## config.mk

```make
export PLATFORM = sky130hd
export DESIGN_NAME = sha256_block_feeder
export DESIGN_NICKNAME = d
export VERILOG_FILES = /design/src/rtl/sha256_block_feeder.sv
export SDC_FILE = /design/constraint.sdc
export NUM_CORES = 1
export LEC_CHECK = 0
export BUFFER_PORTS_ARGS = -buffer_cell sky130_fd_sc_hd__buf_4
export CAP_MARGIN = 20
export CELL_PAD_IN_SITES_DETAIL_PLACEMENT = 0
export CELL_PAD_IN_SITES_GLOBAL_PLACEMENT = 1
export CORE_ASPECT_RATIO = 1.75
export CORE_MARGIN = 2
export CORE_UTILIZATION = 30
export DETAILED_ROUTE_END_ITERATION = 16
export GPL_ROUTABILITY_DRIVEN = 1
export GPL_TIMING_DRIVEN = 0
export PLACE_DENSITY_LB_ADDON = 0.1
export SETUP_SLACK_MARGIN = 0.05
export SLEW_MARGIN = 20
export SYNTH_ARGS = -nofsm -noshare
export SYNTH_HDL_FRONTEND = slang
export SYNTH_SLANG_ARGS = --single-unit
```

## constraint.sdc

```tcl
create_clock -name clk -period 2.7 [get_ports clk]
set_input_delay 0.27 -clock clk [delete_from_list [all_inputs] [get_ports clk]]
set_output_delay 0.27 -clock clk [all_outputs]
set_load 0.01 [all_outputs]
```

## src/rtl/sha256_block_feeder.sv

```systemverilog
// sha256_block_feeder
// Upstream stage of the SHA-256 compression core. On start it reads
// NUM_OF_WORDS 32-bit message words from word-addressed memory, appends the
// standard SHA-256 padding (0x80000000 marker, zero fill, 64-bit bit length)
// and hands the result to the core one 512-bit block at a time.
//
// Ports:
//   clk, reset      single clock, synchronous active-high reset
//   start           begin a message (only looked at while idle)
//   message_addr    word address of message word 0, latched on start
//   mem_clk/mem_we  memory clock (same as clk) and write enable (always 0)
//   mem_addr        registered read address
//   mem_read_data   read data for the address registered on the previous edge
//   block_data      padded block, word k in bits [511-32k : 480-32k]
//   block_valid/ready, block_last, block_idx   block handshake and tags
//   busy, done      activity flag and one-cycle end-of-message pulse
module sha256_block_feeder #(
    parameter int NUM_OF_WORDS = 20
) (
    input  logic         clk,
    input  logic         reset,
    input  logic         start,
    input  logic [15:0]  message_addr,
    output logic         mem_clk,
    output logic         mem_we,
    output logic [15:0]  mem_addr,
    input  logic [31:0]  mem_read_data,
    output logic [511:0] block_data,
    output logic         block_valid,
    input  logic         block_ready,
    output logic         block_last,
    output logic [7:0]   block_idx,
    output logic         busy,
    output logic         done
);

    localparam int          NUM_BLOCKS = (NUM_OF_WORDS + 2) / 16 + 1;
    localparam logic [15:0] MSG_WORDS  = 16'(NUM_OF_WORDS);
    localparam logic [7:0]  LAST_BLOCK = 8'(NUM_BLOCKS - 1);
    localparam logic [31:0] BIT_LEN    = 32'(NUM_OF_WORDS * 32);

    localparam logic [1:0] S_IDLE    = 2'd0;
    localparam logic [1:0] S_FILL    = 2'd1;
    localparam logic [1:0] S_PRESENT = 2'd2;
    localparam logic [1:0] S_DONE    = 2'd3;

    logic [1:0]  state;
    logic [15:0] base_addr;
    logic [7:0]  blk;
    logic [4:0]  k;

    logic [15:0] blk_offset;
    logic [3:0]  word_sel;
    logic [15:0] global_idx;
    logic        is_last;
    logic [31:0] next_word;

    assign mem_clk   = clk;
    assign mem_we    = 1'b0;
    assign block_idx = blk;
    assign busy      = (state != S_IDLE);
    assign done      = (state == S_DONE);

    // The word captured at step k is word k-1 of the block; at k=16 the 4-bit
    // subtraction wraps to 15, which is exactly the last word.
    always_comb begin
        blk_offset = {4'b0, blk, 4'b0};
        word_sel   = k[3:0] - 4'd1;
        global_idx = blk_offset + {12'b0, word_sel};
        is_last    = (blk == LAST_BLOCK);
        next_word  = 32'h0;
        if (global_idx < MSG_WORDS) begin
            next_word = mem_read_data;
        end else if (global_idx == MSG_WORDS) begin
            next_word = 32'h8000_0000;
        end else if (is_last && (word_sel == 4'd15)) begin
            next_word = BIT_LEN;
        end
    end

    // Main sequencer. FILL issues addresses for steps 0..15 and captures the
    // word addressed on the previous step for steps 1..16. PRESENT spends its
    // first cycle raising block_valid, then waits for the transfer. The
    // memory is still addressed for padding words; that data is ignored.
    always_ff @(posedge clk) begin
        if (reset) begin
            state       <= S_IDLE;
            base_addr   <= 16'h0;
            blk         <= 8'h0;
            k           <= 5'h0;
            mem_addr    <= 16'h0;
            block_data  <= '0;
            block_valid <= 1'b0;
            block_last  <= 1'b0;
        end else begin
            case (state)
                S_IDLE: begin
                    if (start) begin
                        base_addr <= message_addr;
                        blk       <= 8'h0;
                        k         <= 5'h0;
                        state     <= S_FILL;
                    end
                end
                S_FILL: begin
                    if (k < 5'd16) begin
                        mem_addr <= base_addr + blk_offset + {11'b0, k};
                    end
                    if (k != 5'd0) begin
                        for (int i = 0; i < 16; i++) begin
                            if (word_sel == 4'(i)) begin
                                block_data[511 - 32*i -: 32] <= next_word;
                            end
                        end
                    end
                    if (k == 5'd16) begin
                        state <= S_PRESENT;
                    end else begin
                        k <= k + 5'd1;
                    end
                end
                S_PRESENT: begin
                    if (!block_valid) begin
                        block_valid <= 1'b1;
                        block_last  <= is_last;
                    end else if (block_ready) begin
                        block_valid <= 1'b0;
                        block_last  <= 1'b0;
                        if (is_last) begin
                            state <= S_DONE;
                        end else begin
                            blk   <= blk + 8'd1;
                            k     <= 5'h0;
                            state <= S_FILL;
                        end
                    end
                end
                default: begin
                    blk   <= 8'h0;
                    state <= S_IDLE;
                end
            endcase
        end
    end

endmodule

```

==> results_dict.tcl <==
set metrics [dict create \
    status "completed" \
    ant_nets 0 \
    setup_violations 0 \
    die_area_sq_um 66900 \
    finalWirelength_mm 84.2 \
    viasPerCell 5.09 \
    start_util_pct 30.3 \
    clk_pin_slew_ps 70 \
    die_y_um 341 \
    core_sq_um 64200 \
    required_ps 3310 \
    cp_slowest_cell "dfxtp_4" \
    rows 123 \
    io_pins 594 \
    yosys.area.top_type "dfxtp_1" \
    grt_use_total_pct 24.2 \
    leakage_nw 12.2 \
    synth.top_cell.area_share_pct 57.8 \
    grt_pass1_vias 16321 \
    diodes 0 \
    drive_above_1_share_pct 36.9 \
    grt_util_met3_pct 7.05 \
    fin_crit_sh_pct 94.5 \
    worst_pin_slew_ps 947 \
    crit_path_start_kind "flop" \
    cp_cell_sequence "inv_2 > ha_4 > and3b_1 > a41oi_4 > a21oi_2 > and3_4 > buf_6 > and2_1 > buf_6 > buf_6 > a22o_1" \
    met1_usage_pct 27.3 \
    synth_area_sq_um 19400 \
    slew_headroom_pct 36.9 \
    drv_cap 0 \
    io_buffers 592 \
    arrival_ps 3160 \
    ys_types 56 \
    ys.flop_type "dfxtp_1" \
    area_delta_synth_final_pct 42.8 \
    period_minus_slack_ps 2550 \
    path_max_fanout 10 \
    clk_latency_ps 730 \
    max_stage_delay_ps 400 \
    power_switching_w 0.00448 \
    min_path_type "in2reg" \
    num_vias 16652 \
    fillers 6172 \
    yosys-top-cells-count "dfxtp_1, a22o_1, nor2_1, clkbuf_1, nand2_1" \
    route.detailed.wl_per_inst_um 25.8 \
    slew_viol_final 0 \
    cp-end-kind "flop" \
    ir_drop_v 0.000484 \
    grt_pass1_wl_mm 119 \
    die_w_um 196 \
    fin_total_pwr_w 0.0184 \
    antenna_found_initial 0 \
    power.density_nw_per_um2 663 \
    cts_tree "done" \
    drc 0 \
    overflow 0 \
    path_common_cell "buf_6" \
    drtPass1Iterations 5 \
    final_hold_viol_count 0 \
    switching_share_pct 24.3 \
    use_met2_pct 43.4 \
    yosysWarnings 0 \
    drt_iter0_drc 851 \
    combPwrFrac_pct 8.2 \
    dp_hpwl_mm 64.8 \
    synth_most_common_cell "dfxtp_1" \
    skew_ps 24.7 \
    p_seq_share_pct 45.4 \
    syn_nets 1803 \
    intPower_w 0.0139 \
    syn_inst 1718 \
    rsz0062_at_grt "yes" \
    grt.busiest_layer "met2" \
    worstSetupPathType "reg2reg" \
    fin_hold_ws_ps 36.6 \
    grt_max_degree 16 \
    final.setup.tns_ps 0 \
    async_flop_share_pct 0 \
    synth_edf_count 0 \
    synth_seq_cells 561 \
    synth.area.top_cells "dfxtp_1, a22o_1, buf_6" \
    clkPwrFrac_pct 46.4 \
    fmax_ghz 0.392 \
    seq_area_frac_synth_pct 57.8 \
    nets 2501 \
    avgSynthCellArea_sq_um 11.3 \
    gp_congestion 0.859 \
]
[metrics by stage]
step	utilization [%]	instances	area, sq um	worst slack [ps]
6_report	43.2	3270	27800	148
5_1_grt	43.2	3270	27800	34.8
4_1_cts	42.9	3260	27600	-40.1
3_5_place_dp	38.8	3122	24900	-682
3_3_place_gp	38.8	3122	24900	-641
2_1_floorplan	-	1718	19400	115
[layout make-up]
type	count	area [sq um]	share of cell area, %
timing repair buffer	638	4870	17.6
buffer	183	1260	4.56
clock buffer	81	1630	5.88
inverter	22	86.3	0.311
clock inverter	21	350	1.26
multi-input combinational	952	7280	26.2
sequential	561	11200	40.5
tap	812	1020	3.66
[what timing repair did]
action	4_1_cts	5_1_grt
pin swaps	6	6
endpoints found under the hold margin	39	0
buffers inserted	11	10
hold buffers	26	0
setup endpoints to repair	517	421
gates resized for setup	113	42
[routing by layer]
layer  share of wire [%]  wire length [um]
met5                   0                 0
met3                 8.5              7170
met1                  38             31700
met2                  50             42400
met4                 3.4              2900
[power by group through the flow]
stage | combinational (W) | sequential, W | clock (W)
floorplan | 0.000786 | 0.00853 | 0.0000305
global route | 0.00162 | 0.00834 | 0.00900
global placement | 0.00141 | 0.00853 | 0.0000513
finish | 0.00152 | 0.00835 | 0.00853
CTS | 0.00151 | 0.00835 | 0.00870
detailed placement | 0.00141 | 0.00853 | 0.0000513
[state kept, by name (all words and copies together) (netlist names)]
register and cells:
mem_addr 16, k 5, block_last 1, base_addr 16, block_idx 8, block_valid 1
block_data 512, state 2
[worst paths after layout]
kind | startpoint | cells after the start | end | slack [ps]
worst min register to register | base_addr[11] | 2 | base_addr[11] | 460
worst min-delay path | mem_read_data[4] | 4 | block_data[452] | 40
worst max register to register | k[1] | 11 | block_data[208] | 150
worst max-delay path | k[1] | 11 | block_data[208] | 150
[cells in the final DEF, fill, tap and decap left out, drive strengths merged, types with 10 or more instances in the layout]
cell type    instances
dfxtp              561
xnor2               10
nand3               25
a211oi              33
nand2               85
clkbuf             165
a21oi               49
ha                  31
nor2               108
buf                711
and2                32
nor3                15
a22o               469
o21ai               25
inv                 23
dlygate4sd3         26
[logic make-up (layout without fill, tap and decap cells)]
| kind of cell | Yosys count | count (layout) | share of synthesized area (%) |
|---|---|---|---|
| AO/OA/AOI/OAI | 597 | 597 | 25.4 |
| other | 1 | 1 | 0.0193 |
| XOR/XNOR | 15 | 15 | 0.676 |
| AND/OR/NAND/NOR | 301 | 301 | 7.12 |
| adder cells (fa/ha/maj) | 33 | 33 | 2.20 |
| buffers and inverters | 205 | 945 | 6.50 |
| flip-flops | 561 | 561 | 57.8 |
| multiplexers | 5 | 5 | 0.270 |
[worst max-delay path: cells and delay by family (launching register included)]
kind	cells	cell delay, ps
compound gates	3	670
fa+ha+maj	1	190
buf+inv	4	550
flops	1	400
simple gates	3	600
No activity file was read; power rests on OpenSTA's default activity.
